## src/rtl/pipe_stage_reg.sv

```systemverilog
// Inter-stage pipeline register: carries payload, debug PC and valid from one
// stage to the next, honouring stall, flush and bubble insertion, and keeps
// saturating hold/bubble counters for the perf/debug path.
module pipe_stage_reg #(
  parameter int                  DATA_W    = 115,
  parameter int                  STALL_W   = 6,
  parameter int                  STALL_IDX = 4,
  parameter bit                  BUBBLE_EN = 1'b1,
  parameter logic [DATA_W-1:0]   CLR_MASK  = {DATA_W{1'b1}},
  parameter logic [31:0]         PC_INIT   = 32'hbfc00000,
  parameter int                  CNT_W     = 16
) (
  input  logic               cpu_clk_50M,
  input  logic               cpu_rst_n,
  input  logic [STALL_W-1:0] stall,
  input  logic               flush,
  input  logic               in_valid,
  input  logic [DATA_W-1:0]  in_data,
  input  logic [31:0]        in_pc,
  output logic               out_valid,
  output logic [DATA_W-1:0]  out_data,
  output logic [31:0]        out_pc,
  output logic [CNT_W-1:0]   hold_cnt,
  output logic [CNT_W-1:0]   bubble_cnt
);

  // Counters stick at all-ones instead of wrapping.
  function automatic logic [CNT_W-1:0] sat_inc(input logic [CNT_W-1:0] v);
    return (&v) ? v : v + {{(CNT_W-1){1'b0}}, 1'b1};
  endfunction

  logic              valid_q, valid_d;
  logic [DATA_W-1:0] data_q,  data_d;
  logic [31:0]       pc_q,    pc_d;
  logic [CNT_W-1:0]  hold_q,  hold_d;
  logic [CNT_W-1:0]  bub_q,   bub_d;

  logic stall_me;
  logic stall_dn;
  logic do_bubble;
  logic unused_stall;

  assign stall_me     = stall[STALL_IDX];
  assign unused_stall = ^stall;

  // The last stage of the stall vector has no downstream neighbour: treat it as running.
  generate
    if (STALL_IDX == STALL_W - 1) begin : g_last
      assign stall_dn = 1'b0;
    end else begin : g_mid
      assign stall_dn = stall[STALL_IDX+1];
    end
  endgenerate

  assign do_bubble = BUBBLE_EN && stall_me && !stall_dn;

  // Next-state selection: flush, then bubble, then advance, else hold.
  always_comb begin
    valid_d = valid_q;
    data_d  = data_q;
    pc_d    = pc_q;
    hold_d  = hold_q;
    bub_d   = bub_q;
    if (flush) begin
      valid_d = 1'b0;
      data_d  = data_q & ~CLR_MASK;
      pc_d    = PC_INIT;
    end else if (do_bubble) begin
      valid_d = 1'b0;
      data_d  = data_q & ~CLR_MASK;
      pc_d    = PC_INIT;
      bub_d   = sat_inc(bub_q);
    end else if (!stall_me) begin
      valid_d = in_valid;
      data_d  = in_data;
      pc_d    = in_pc;
    end else begin
      hold_d  = sat_inc(hold_q);
    end
  end

  // Stage boundary: every output is registered; synchronous reset beats everything.
  always_ff @(posedge cpu_clk_50M) begin
    if (!cpu_rst_n) begin
      valid_q <= 1'b0;
      data_q  <= '0;
      pc_q    <= PC_INIT;
      hold_q  <= '0;
      bub_q   <= '0;
    end else begin
      valid_q <= valid_d;
      data_q  <= data_d;
      pc_q    <= pc_d;
      hold_q  <= hold_d;
      bub_q   <= bub_d;
    end
  end

  assign out_valid  = valid_q;
  assign out_data   = data_q;
  assign out_pc     = pc_q;
  assign hold_cnt   = hold_q;
  assign bubble_cnt = bub_q;

endmodule
```

## config.mk

```make
export PLATFORM = sky130hd
export DESIGN_NAME = pipe_stage_reg
export DESIGN_NICKNAME = d
export VERILOG_FILES = /design/src/rtl/pipe_stage_reg.sv
export SDC_FILE = /design/constraint.sdc
export NUM_CORES = 1
export LEC_CHECK = 0
export ABC_AREA = 1
export BUFFER_PORTS_ARGS = -buffer_cell sky130_fd_sc_hd__buf_2
export CORE_ASPECT_RATIO = 0.6
export CORE_UTILIZATION = 48
export CTS_BUF_LIST = sky130_fd_sc_hd__clkbuf_4
export DETAILED_ROUTE_END_ITERATION = 8
export GPL_ROUTABILITY_DRIVEN = 0
export PLACE_DENSITY = 0.89
export SETUP_SLACK_MARGIN = 0.1
export SLEW_MARGIN = 20
export SYNTH_ARGS = -nofsm -noshare
export SYNTH_HDL_FRONTEND = slang
export SYNTH_SLANG_ARGS = --single-unit
```

## constraint.sdc

```tcl
create_clock -name cpu_clk_50M -period 1.7 [get_ports cpu_clk_50M]
set_input_delay 0.085 -clock cpu_clk_50M [delete_from_list [all_inputs] [get_ports cpu_clk_50M]]
set_output_delay 0.085 -clock cpu_clk_50M [all_outputs]
set_load 0.01 [all_outputs]
```

## After elaboration in Yosys (flattened, before gate mapping)

Index checks and enable logic that the tools add are counted.
Widths: inputs -> output; s select.

- Flip-flop bits (word level): 180
- Output and inout bits: 180

- Add/subtract/negate cells: 2
- Bitwise gates (word level): 5
- Reduce and logical (&&, ||, !) cells: 7

Operator list:

| kind | count |
|---|---|
| $add 16x1->16 const B | 2 |
| $reduce_and 16->1 | 2 |
| $not 1->1 | 5 |
| $reduce_and 4->1 | 1 |
| $reduce_and 3->1 | 1 |
| $reduce_or 3->1 | 1 |
| $logic_and 1x1->1 | 1 |
| $logic_not 1->1 | 1 |

## Depth between registers and ports, before layout

Gate-level depths: netlist of run 1.

- Depth after elaboration: 4
- Depth in mapped cells: 11

## Worst setup path after synthesis of run 1

Ideal clock, no wire load.

- Path type: flip-flop to flip-flop
- From: reg bub_q[0] (netlist: bubble_cnt[0])
- To: reg bub_q[8] (netlist: bubble_cnt[8])
- Setup time: 0.110 ns
- Data arrival time: 1.394 ns
- Slack: 0.197 ns
- Cell stages (with the launch flop): 12
- Buffers on the path: 1
- Clock period less this slack: 1.503 ns
- Path through: dfxtp_1 -> ha_1 -> nand2_1 -> nor2_2 -> nand2_2 -> nor2_2 -> nor2_2 -> buf_6 -> nand2_1 -> nand2_1 -> inv_1 -> nor2_2

- Word-level cells in the longest chain between the ends: 3
- Elaborated cells between the ends (all ways): 4
- Those cells by class: 1 x add/sub; 1 x bitwise; 2 x reduce/logical

RTL lines:

| item | RTL line | RTL |
|---|---|---|
| from (decl) | 36 | `logic [CNT_W-1:0] bub_q, bub_d;` |
| from (signal assigned) | 95 | `bub_q <= bub_d;` |
| branches (longest 3 deep; another with $add 16x1->16) | - |  |

Several ways; the timed one is not identified.
A chain may end at the register's enable or synchronous reset.

## Worst setup path after layout of run 1

- From: reg bub_q[0] (netlist: bubble_cnt[0])
- To: reg bub_q[5] (netlist: bubble_cnt[5])

The elaborated chain is that of the path after synthesis.

==> impl_metrics.env, run 1 <==
export IMPL_status="completed"
export IMPL_skew_ns=0.0306
export IMPL_pwr_share_clk_pct=29.9
export IMPL_cp_required_ns=2.19
export IMPL_synthTopCellsByCount="nand2_1, dfxtp_1, a21oi_1"
export IMPL_num_vias=8885
export IMPL_dieArea_um2=15600
export IMPL_async_reset_ff_share_pct=0
export IMPL_fin_area_um2=11200
export IMPL_p_comb_share_pct=15.2
export IMPL_route_detailed_drc=0
export IMPL_synth_edf_count=0
export IMPL_power_leakage_nw=5.26
export IMPL_port_buffers=332
export IMPL_p_switching_mw=2.25
export IMPL_routedWlPerCell_um=16.2
export IMPL_p_per_area_nw_per_um2=712
export IMPL_antenna_left=0
export IMPL_clock_sinks=180
export IMPL_drt_iter0_markers=808
export IMPL_worst_hold_path_type="input port to register"
export IMPL_cts_root_buf="clkbuf_4"
export IMPL_startpoint="bubble_cnt[0]$_SDFFE_PN0P_"
export IMPL_rrSetupSlack_ns=0.15
export IMPL_syn2layout_area_growth_pct=55.0
export IMPL_synth_cells=989
export IMPL_start_util_pct=49.6
export IMPL_crit_fanout=12
export IMPL_synth_area_um2=7240
export IMPL_grt_max_degree=93
export IMPL_synth_top_flop_cell="dfxtp_1"
export IMPL_vias_per_cell=5.22
export IMPL_avgSynthCellArea_um2=7.32
export IMPL_setup_viol=0
export IMPL_hold_viol=0
export IMPL_io_pins=337
export IMPL_endpoint="bubble_cnt[5]$_SDFFE_PN0P_"
export IMPL_dpl_cell_area_um2=9140
export IMPL_cts_tree="yes"
export IMPL_layout_drive_gt1_share_pct=31.4
export IMPL_wl_mm=27.6
export IMPL_yosys_area_top_type_share_pct=49.8
export IMPL_drt_pass1_iter_count=6
export IMPL_seq_power_share_pct=54.9
export IMPL_place_hpwl_mm=15.1
export IMPL_cts_buffers=17
export IMPL_grt_pass1_wl_mm=42.7
export IMPL_syn_nets=1148
export IMPL_synth_most_common_cell="nand2_1"
export IMPL_gr_total_overflow=0
export IMPL_relSlewSlack_pct=34.2
export IMPL_arrival_ns=2.05
export IMPL_worstSetupPathType="register to register"
export IMPL_fin_crit_ns=1.55
export IMPL_track_usage_pct=34.4
export IMPL_max_freq_mhz=644
export IMPL_post_route_period_util_pct=91.3
export IMPL_slew_violations=0
export IMPL_maxCapViolCount=0
export IMPL_synth_top_cell_by_area="dfxtp_1"
export IMPL_nets=1649
export IMPL_die_h_um=97.1
export IMPL_yosys_warnings=0
export IMPL_tightest_slew_ns=0.987
export IMPL_rsz0062_at_grt="yes"
export IMPL_ys_ff_latch=180
export IMPL_p_int_mw=5.73
export IMPL_antenna_found_initial=1
export IMPL_max_vdd_ir_drop_mv=0.411
export IMPL_die_w_um=161
export IMPL_fin_cells=1702
export IMPL_insertion_delay_ns=0.54
export IMPL_grt_pass1_vias=8708
export IMPL_swShare_pct=28.2
export IMPL_r2r_end="bubble_cnt[5]$_SDFFE_PN0P_"
export IMPL_r2r_cells=10
export IMPL_placementRows=34
export IMPL_synth_area_top_cells="dfxtp_1, nand2_1, a21oi_1"
export IMPL_clk_pin_slew_ns=0.17
export IMPL_setup_tns_ns=0
export IMPL_ys_seq_area_share_pct=49.8
export IMPL_h_tree_depth=4
export IMPL_core_um2=14600
export IMPL_critPathCaptureType="register"
export IMPL_worstReg2RegStart="bubble_cnt[0]$_SDFFE_PN0P_"
export IMPL_start_kind="register"
export IMPL_post_place_cells=1493
export IMPL_clk_path_buf_depth=2
export IMPL_synth_distinct_cells=22
cell families (layout without fill, tap and decap cells):
| group | Yosys count | after routing | share of synthesized area [%] |
|---|---|---|---|
| AOI/OAI and AO/OA | 152 | 152 | 10.5 |
| DFF | 180 | 180 | 49.8 |
| buffers and inverters | 114 | 625 | 7.31 |
| adders and majority gates | 2 | 2 | 0.346 |
| xor gates and xnor gates | 2 | 2 | 0.242 |
| and+or+nand+nor | 539 | 542 | 31.8 |
| other | 0 | 1 | 0 |
sequential cells by signal (all words and copies together) (netlist names):
signal and flops:
hold_cnt 16, out_pc 32, bubble_cnt 16, out_valid 1
out_data 115
how the worst min path moves through the flow:
stage	startpoint	to	slack, ns	cells after the start
floorplan	in_pc[22]	out_pc[22]$_SDFFE_PP1N_	0.21	2
global placement	in_pc[26]	out_pc[26]$_SDFFE_PP1N_	0.30	3
detailed placement	in_pc[22]	out_pc[22]$_SDFFE_PP1N_	0.30	3
CTS	stall[4]	out_data[12]$_SDFFE_PP0N_	0.002	4
global route	stall[4]	out_data[49]$_SDFFE_PP0N_	0.02	4
finish	stall[4]	out_data[50]$_SDFFE_PP0N_	0.04	4
power groups by stage:
stage,Clock (mW),Sequential (mW),Combinational (mW)
floorplan,0,4.52,0.392
global placement,0,4.46,0.811
detailed placement,0,4.46,0.828
CTS,2.41,4.37,1.13
global route,2.60,4.39,1.30
finish,2.39,4.38,1.22
layout make-up:
cell class	count	area (um2)
fillers	922	3370
clock inverters	13	138
diodes	1	2.50
repair buffers	536	3690
clock buffers	19	143
well taps	198	248
inverters	57	216
multi-input cells	698	3180
flip-flops and latches	180	3610
layer usage:
layer / vias to the layer above / wire length, um / global-route usage (%) / part of all wire [%]
li1: 4110 / - / - / -
met1: 4040 / 10400 / 38.3 / 38
met2: 597 / 13200 / 58.9 / 48
met3: 138 / 2240 / 7.55 / 8.1
met4: 0 / 1670 / 23.5 / 6.1
met5: - / 0 / 0 / 0
critical path, cell delays in order (launching register included):
cell and delay (ns):
dfxtp_2 0.35, ha_1 0.21, nand2_1 0.08, nor2_2 0.05, nand2_2 0.07, nor2_2 0.07
nor2_4 0.31, nand2_1 0.13, nand2_1 0.08, inv_1 0.06, nor2_2 0.11
through the flow:
| step | setup slack (ns) | utilization [%] | hold WS, ns | power, mW |
|---|---|---|---|---|
| 2_1_floorplan | 0.197 | - | 0.212 | 4.91 |
| 3_3_place_gp | -0.172 | 62.7 | 0.298 | 5.27 |
| 3_5_place_dp | -0.284 | 62.7 | 0.302 | 5.29 |
| 4_1_cts | 0.108 | 76.3 | 0.00165 | 7.92 |
| 5_1_grt | 0.0506 | 76.9 | 0.0163 | 8.29 |
| 6_report | 0.148 | 76.9 | 0.0421 | 7.99 |
cells in the final DEF, fill, tap and decap left out, types with 4 or more instances in the layout:
master         count
nand2_1          397
clkinvlp_4         4
nand3_2           20
nand2_2            9
inv_1             52
nor2_4             8
dfxtp_1          172
buf_12             5
inv_6              4
dfxtp_2            8
a21oi_1          152
buf_4             29
nor2_2            23
nand3_1           25
dlygate4sd3_1    171
buf_2            331
clkbuf_4          19
nor2_1            53
what timing repair did:
action,CTS,global route
pin swaps,2,5
endpoints found under the hold margin,155,2
setup endpoints to repair,26,21
gates cloned,2,1
hold buffers,169,2
buffers inserted,0,2
resized for setup,2,15
Power figures use the tool's default switching activity.
==> run 2, diff against run 1 <==
--- a/config.mk
+++ b/config.mk
@@ -6,13 +6,14 @@
 export NUM_CORES = 1
 export LEC_CHECK = 0
 export ABC_AREA = 1
-export BUFFER_PORTS_ARGS = -buffer_cell sky130_fd_sc_hd__buf_2
-export CORE_ASPECT_RATIO = 0.6
-export CORE_UTILIZATION = 48
+export CORE_AREA = 2 2 132 134
 export CTS_BUF_LIST = sky130_fd_sc_hd__clkbuf_4
+export CTS_CLUSTER_SIZE = 28
 export DETAILED_ROUTE_END_ITERATION = 8
+export DIE_AREA = 0 0 134 136
+export DONT_BUFFER_PORTS = 1
 export GPL_ROUTABILITY_DRIVEN = 0
-export PLACE_DENSITY = 0.89
+export PLACE_DENSITY = 0.65
 export SETUP_SLACK_MARGIN = 0.1
 export SLEW_MARGIN = 20
 export SYNTH_ARGS = -nofsm -noshare
==> impl_metrics.env, run 2 <==
export IMPL_cts_root_buf="clkbuf_4"
export IMPL_place_hpwl_mm=13.2
export IMPL_postCtsSetupBuffers=0
export IMPL_synth_distinct_cells=22
export IMPL_synth_most_common_cell="nand2_1"
export IMPL_port_buffers=0
export IMPL_cts_buffers=17
export IMPL_synth_top_cell_by_area="dfxtp_1"
export IMPL_clk_path_buf_depth=2
export IMPL_synth_top_flop_cell="dfxtp_1"
export IMPL_firstError="[ERROR RSZ-0060] Max buffer count reached."
export IMPL_yosys_area_top_type_share_pct=49.8
export IMPL_ys_seq_area_share_pct=49.8
export IMPL_die_h_um=136
export IMPL_synth_edf_count=0
export IMPL_synthTopCellsByCount="nand2_1, dfxtp_1, a21oi_1"
export IMPL_synth_area_top_cells="dfxtp_1, nand2_1, a21oi_1"
export IMPL_ys_ff_latch=180
export IMPL_avgSynthCellArea_um2=7.32
export IMPL_lastStage="clock tree synthesis (4_1_cts)"
export IMPL_die_w_um=134
export IMPL_io_pins=337
export IMPL_postCtsHoldBufs=247
export IMPL_ctsResizeCount=1
export IMPL_h_tree_depth=4
export IMPL_synth_cells=989
export IMPL_status="did not finish"
export IMPL_start_util_pct=42.9
export IMPL_clock_sinks=180
export IMPL_placementRows=48
export IMPL_dpl_cell_area_um2=7570
export IMPL_syn_nets=1148
export IMPL_async_reset_ff_share_pct=0
export IMPL_synth_area_um2=7240
export IMPL_yosys_warnings=0
-- run 2: cell counts after synthesis --
Identical to the previous run, type by type.
-- run 2: logic make-up after synthesis --
kind of cell / after synthesis / share of synthesized area (%)
AOI/OAI and AO/OA: 152 / 10.5
xor gates and xnor gates: 2 / 0.242
DFF: 180 / 49.8
buffers and inverters: 114 / 7.31
and+or+nand+nor: 539 / 31.8
adders and majority gates: 2 / 0.346
-- run 2: metrics by stage --
step,util (%),setup WS (ns),instances
floorplan,-,0.197,989
global placement,44.8,0.0119,1197
detailed placement,44.8,-0.0571,1197
==> run 3, diff against run 2 <==
==> config.mk (replaced) <==
export PLATFORM = sky130hd
export DESIGN_NAME = pipe_stage_reg
export DESIGN_NICKNAME = d
export VERILOG_FILES = /design/src/rtl/pipe_stage_reg.sv
export SDC_FILE = /design/constraint.sdc
export NUM_CORES = 1
export LEC_CHECK = 0
export ABC_AREA = 1
export CORE_UTILIZATION = 40
export DETAILED_ROUTE_END_ITERATION = 8
export DONT_BUFFER_PORTS = 1
export GPL_ROUTABILITY_DRIVEN = 0
export PLACE_DENSITY_LB_ADDON = 0.15
export SLEW_MARGIN = 20
export SYNTH_ARGS = -nofsm -noshare
export SYNTH_HDL_FRONTEND = slang
export SYNTH_SLANG_ARGS = --single-unit
==> impl_metrics.env, run 3 (same netlist as run 1, synthesis figures left out) <==
export IMPL_fin_crit_ns=1.61
export IMPL_p_per_area_nw_per_um2=878
export IMPL_postCtsSetupBuffers=0
export IMPL_slew_violations=0
export IMPL_clk_path_buf_depth=2
export IMPL_dpl_cell_area_um2=7570
export IMPL_cts_buffers=17
export IMPL_track_usage_pct=25.0
export IMPL_h_tree_depth=4
export IMPL_clock_sinks=180
export IMPL_antenna_left=0
export IMPL_final_util_pct=60.9
export IMPL_tightest_slew_ns=0.428
export IMPL_worst_hold_path_type="input port to register"
export IMPL_place_hpwl_mm=14.1
export IMPL_placementRows=48
export IMPL_worstSetupPathType="input port to register"
export IMPL_power_leakage_nw=4.08
export IMPL_route_detailed_drc=0
export IMPL_grt_pass1_vias=7299
export IMPL_layout_drive_gt1_share_pct=10.9
export IMPL_largest_reg_flops=115
export IMPL_antenna_cells=0
export IMPL_final_common_cell="nand2_1"
export IMPL_arrival_ns=1.98
export IMPL_dieArea_um2=18600
export IMPL_grt_max_degree=81
export IMPL_syn2layout_area_growth_pct=47.1
export IMPL_max_freq_mhz=622
export IMPL_post_place_cells=1198
export IMPL_core_um2=17500
export IMPL_relSlewSlack_pct=71.4
export IMPL_antenna_found_initial=0
export IMPL_rsz0062_at_grt="no"
export IMPL_power_total_mw=9.35
export IMPL_drt_pass1_iter_count=5
export IMPL_final_cell_mix="nand2_1, dlygate4sd3_1, dfxtp_1, a21oi_1, nor2_1"
export IMPL_fin_hold_ws_ns=0.0356
export IMPL_pwr_share_clk_pct=42.9
export IMPL_setup_viol=0
export IMPL_maxCapViolCount=0
export IMPL_hold_viol=0
export IMPL_clk_pin_slew_ns=0.07
export IMPL_vias_per_cell=4.92
export IMPL_port_buffers=0
export IMPL_nets=1396
export IMPL_routedWlPerCell_um=16.2
export IMPL_fin_cells=1475
export IMPL_swShare_pct=26.3
export IMPL_cp_required_ns=2.07
export IMPL_p_switching_mw=2.46
export IMPL_post_route_period_util_pct=94.5
export IMPL_num_vias=7262
export IMPL_insertion_delay_ns=0.43
export IMPL_p_comb_share_pct=9.5
export IMPL_critPathCaptureType="register"
export IMPL_skew_ns=0.00834
export IMPL_fin_area_um2=10700
export IMPL_drt_iter0_markers=314
export IMPL_crit_fanout=11
export IMPL_p_int_mw=6.89
export IMPL_gr_total_overflow=0
export IMPL_die_h_um=137
export IMPL_cts_root_buf="clkbuf_16"
export IMPL_status="completed"
export IMPL_start_kind="input port"
export IMPL_seq_power_share_pct=47.6
export IMPL_max_vdd_ir_drop_mv=0.685
export IMPL_die_w_um=137
export IMPL_wl_mm=23.9
export IMPL_io_pins=337
export IMPL_grt_pass1_wl_mm=36.1
export IMPL_cts_tree="yes"
export IMPL_start_util_pct=41.4
-- run 3: power groups by stage --
stage          clock [mW]  combinational, mW  sequential, mW
3_5_place_dp            0              0.430            4.55
5_1_grt              4.25              0.973            4.46
6_report             4.01              0.888            4.45
2_1_floorplan           0              0.392            4.52
4_1_cts              4.10              0.869            4.45
3_3_place_gp            0              0.422            4.54
-- run 3: area by class of cell --
class                           instances  area (um2)
Timing Repair Buffer                  284        2820
Inverter                               57         216
Tap cell                              225         282
Multi-Input combinational cell        697        3140
Clock inverter                         14         165
Fill cell                            1508        6830
Clock buffer                           18         429
Sequential cell                       180        3600
-- run 3: path summary, 6_finish.rpt --
check | end | cells after the start | slack [ns] | startpoint
worst max register to register | bubble_cnt[4]$_SDFFE_PN0P_ | 11 | 0.15 | bubble_cnt[0]$_SDFFE_PN0P_
worst max-delay path | out_data[111]$_SDFFE_PP0N_ | 6 | 0.09 | flush
worst min register to register | out_data[29]$_SDFFE_PP0N_ | 2 | 0.51 | out_data[29]$_SDFFE_PP0N_
worst min-delay path | out_data[106]$_SDFFE_PP0N_ | 2 | 0.04 | cpu_rst_n
-- run 3: timing repair --
action	CTS	global route
hold buffers	243	0
hold endpoints to repair	180	0
gates resized for setup	1	0
setup endpoints to repair	8	1
pin swaps	1	1
gates cloned	1	1
-- run 3: per-stage QoR --
| stage | worst slack [ns] | setup TNS, ns |
|---|---|---|
| after floorplan | 0.197 | 0 |
| after global placement | 0.00450 | 0 |
| after detailed placement | -0.0515 | -0.105 |
| after CTS | 0.0134 | 0 |
| after global routing | 0.00251 | 0 |
| final | 0.0930 | 0 |
-- run 3: layer usage --
metal  vias up  GRT usage [%]  share of wire [%]
met5         -              0                  0
met4         0           11.6                3.3
met2       260           43.2                 50
met3        59           8.33                7.5
met1      3352           27.6                 39
li1       3591              -                  -
-- run 3: critical path, stage by stage --
cell and delay [ns]:
dlygate4sd3_1 0.59, inv_2 0.16, nand3_4 0.20, buf_4 0.24, a21oi_1 0.12, dlygate4sd3_1 0.57
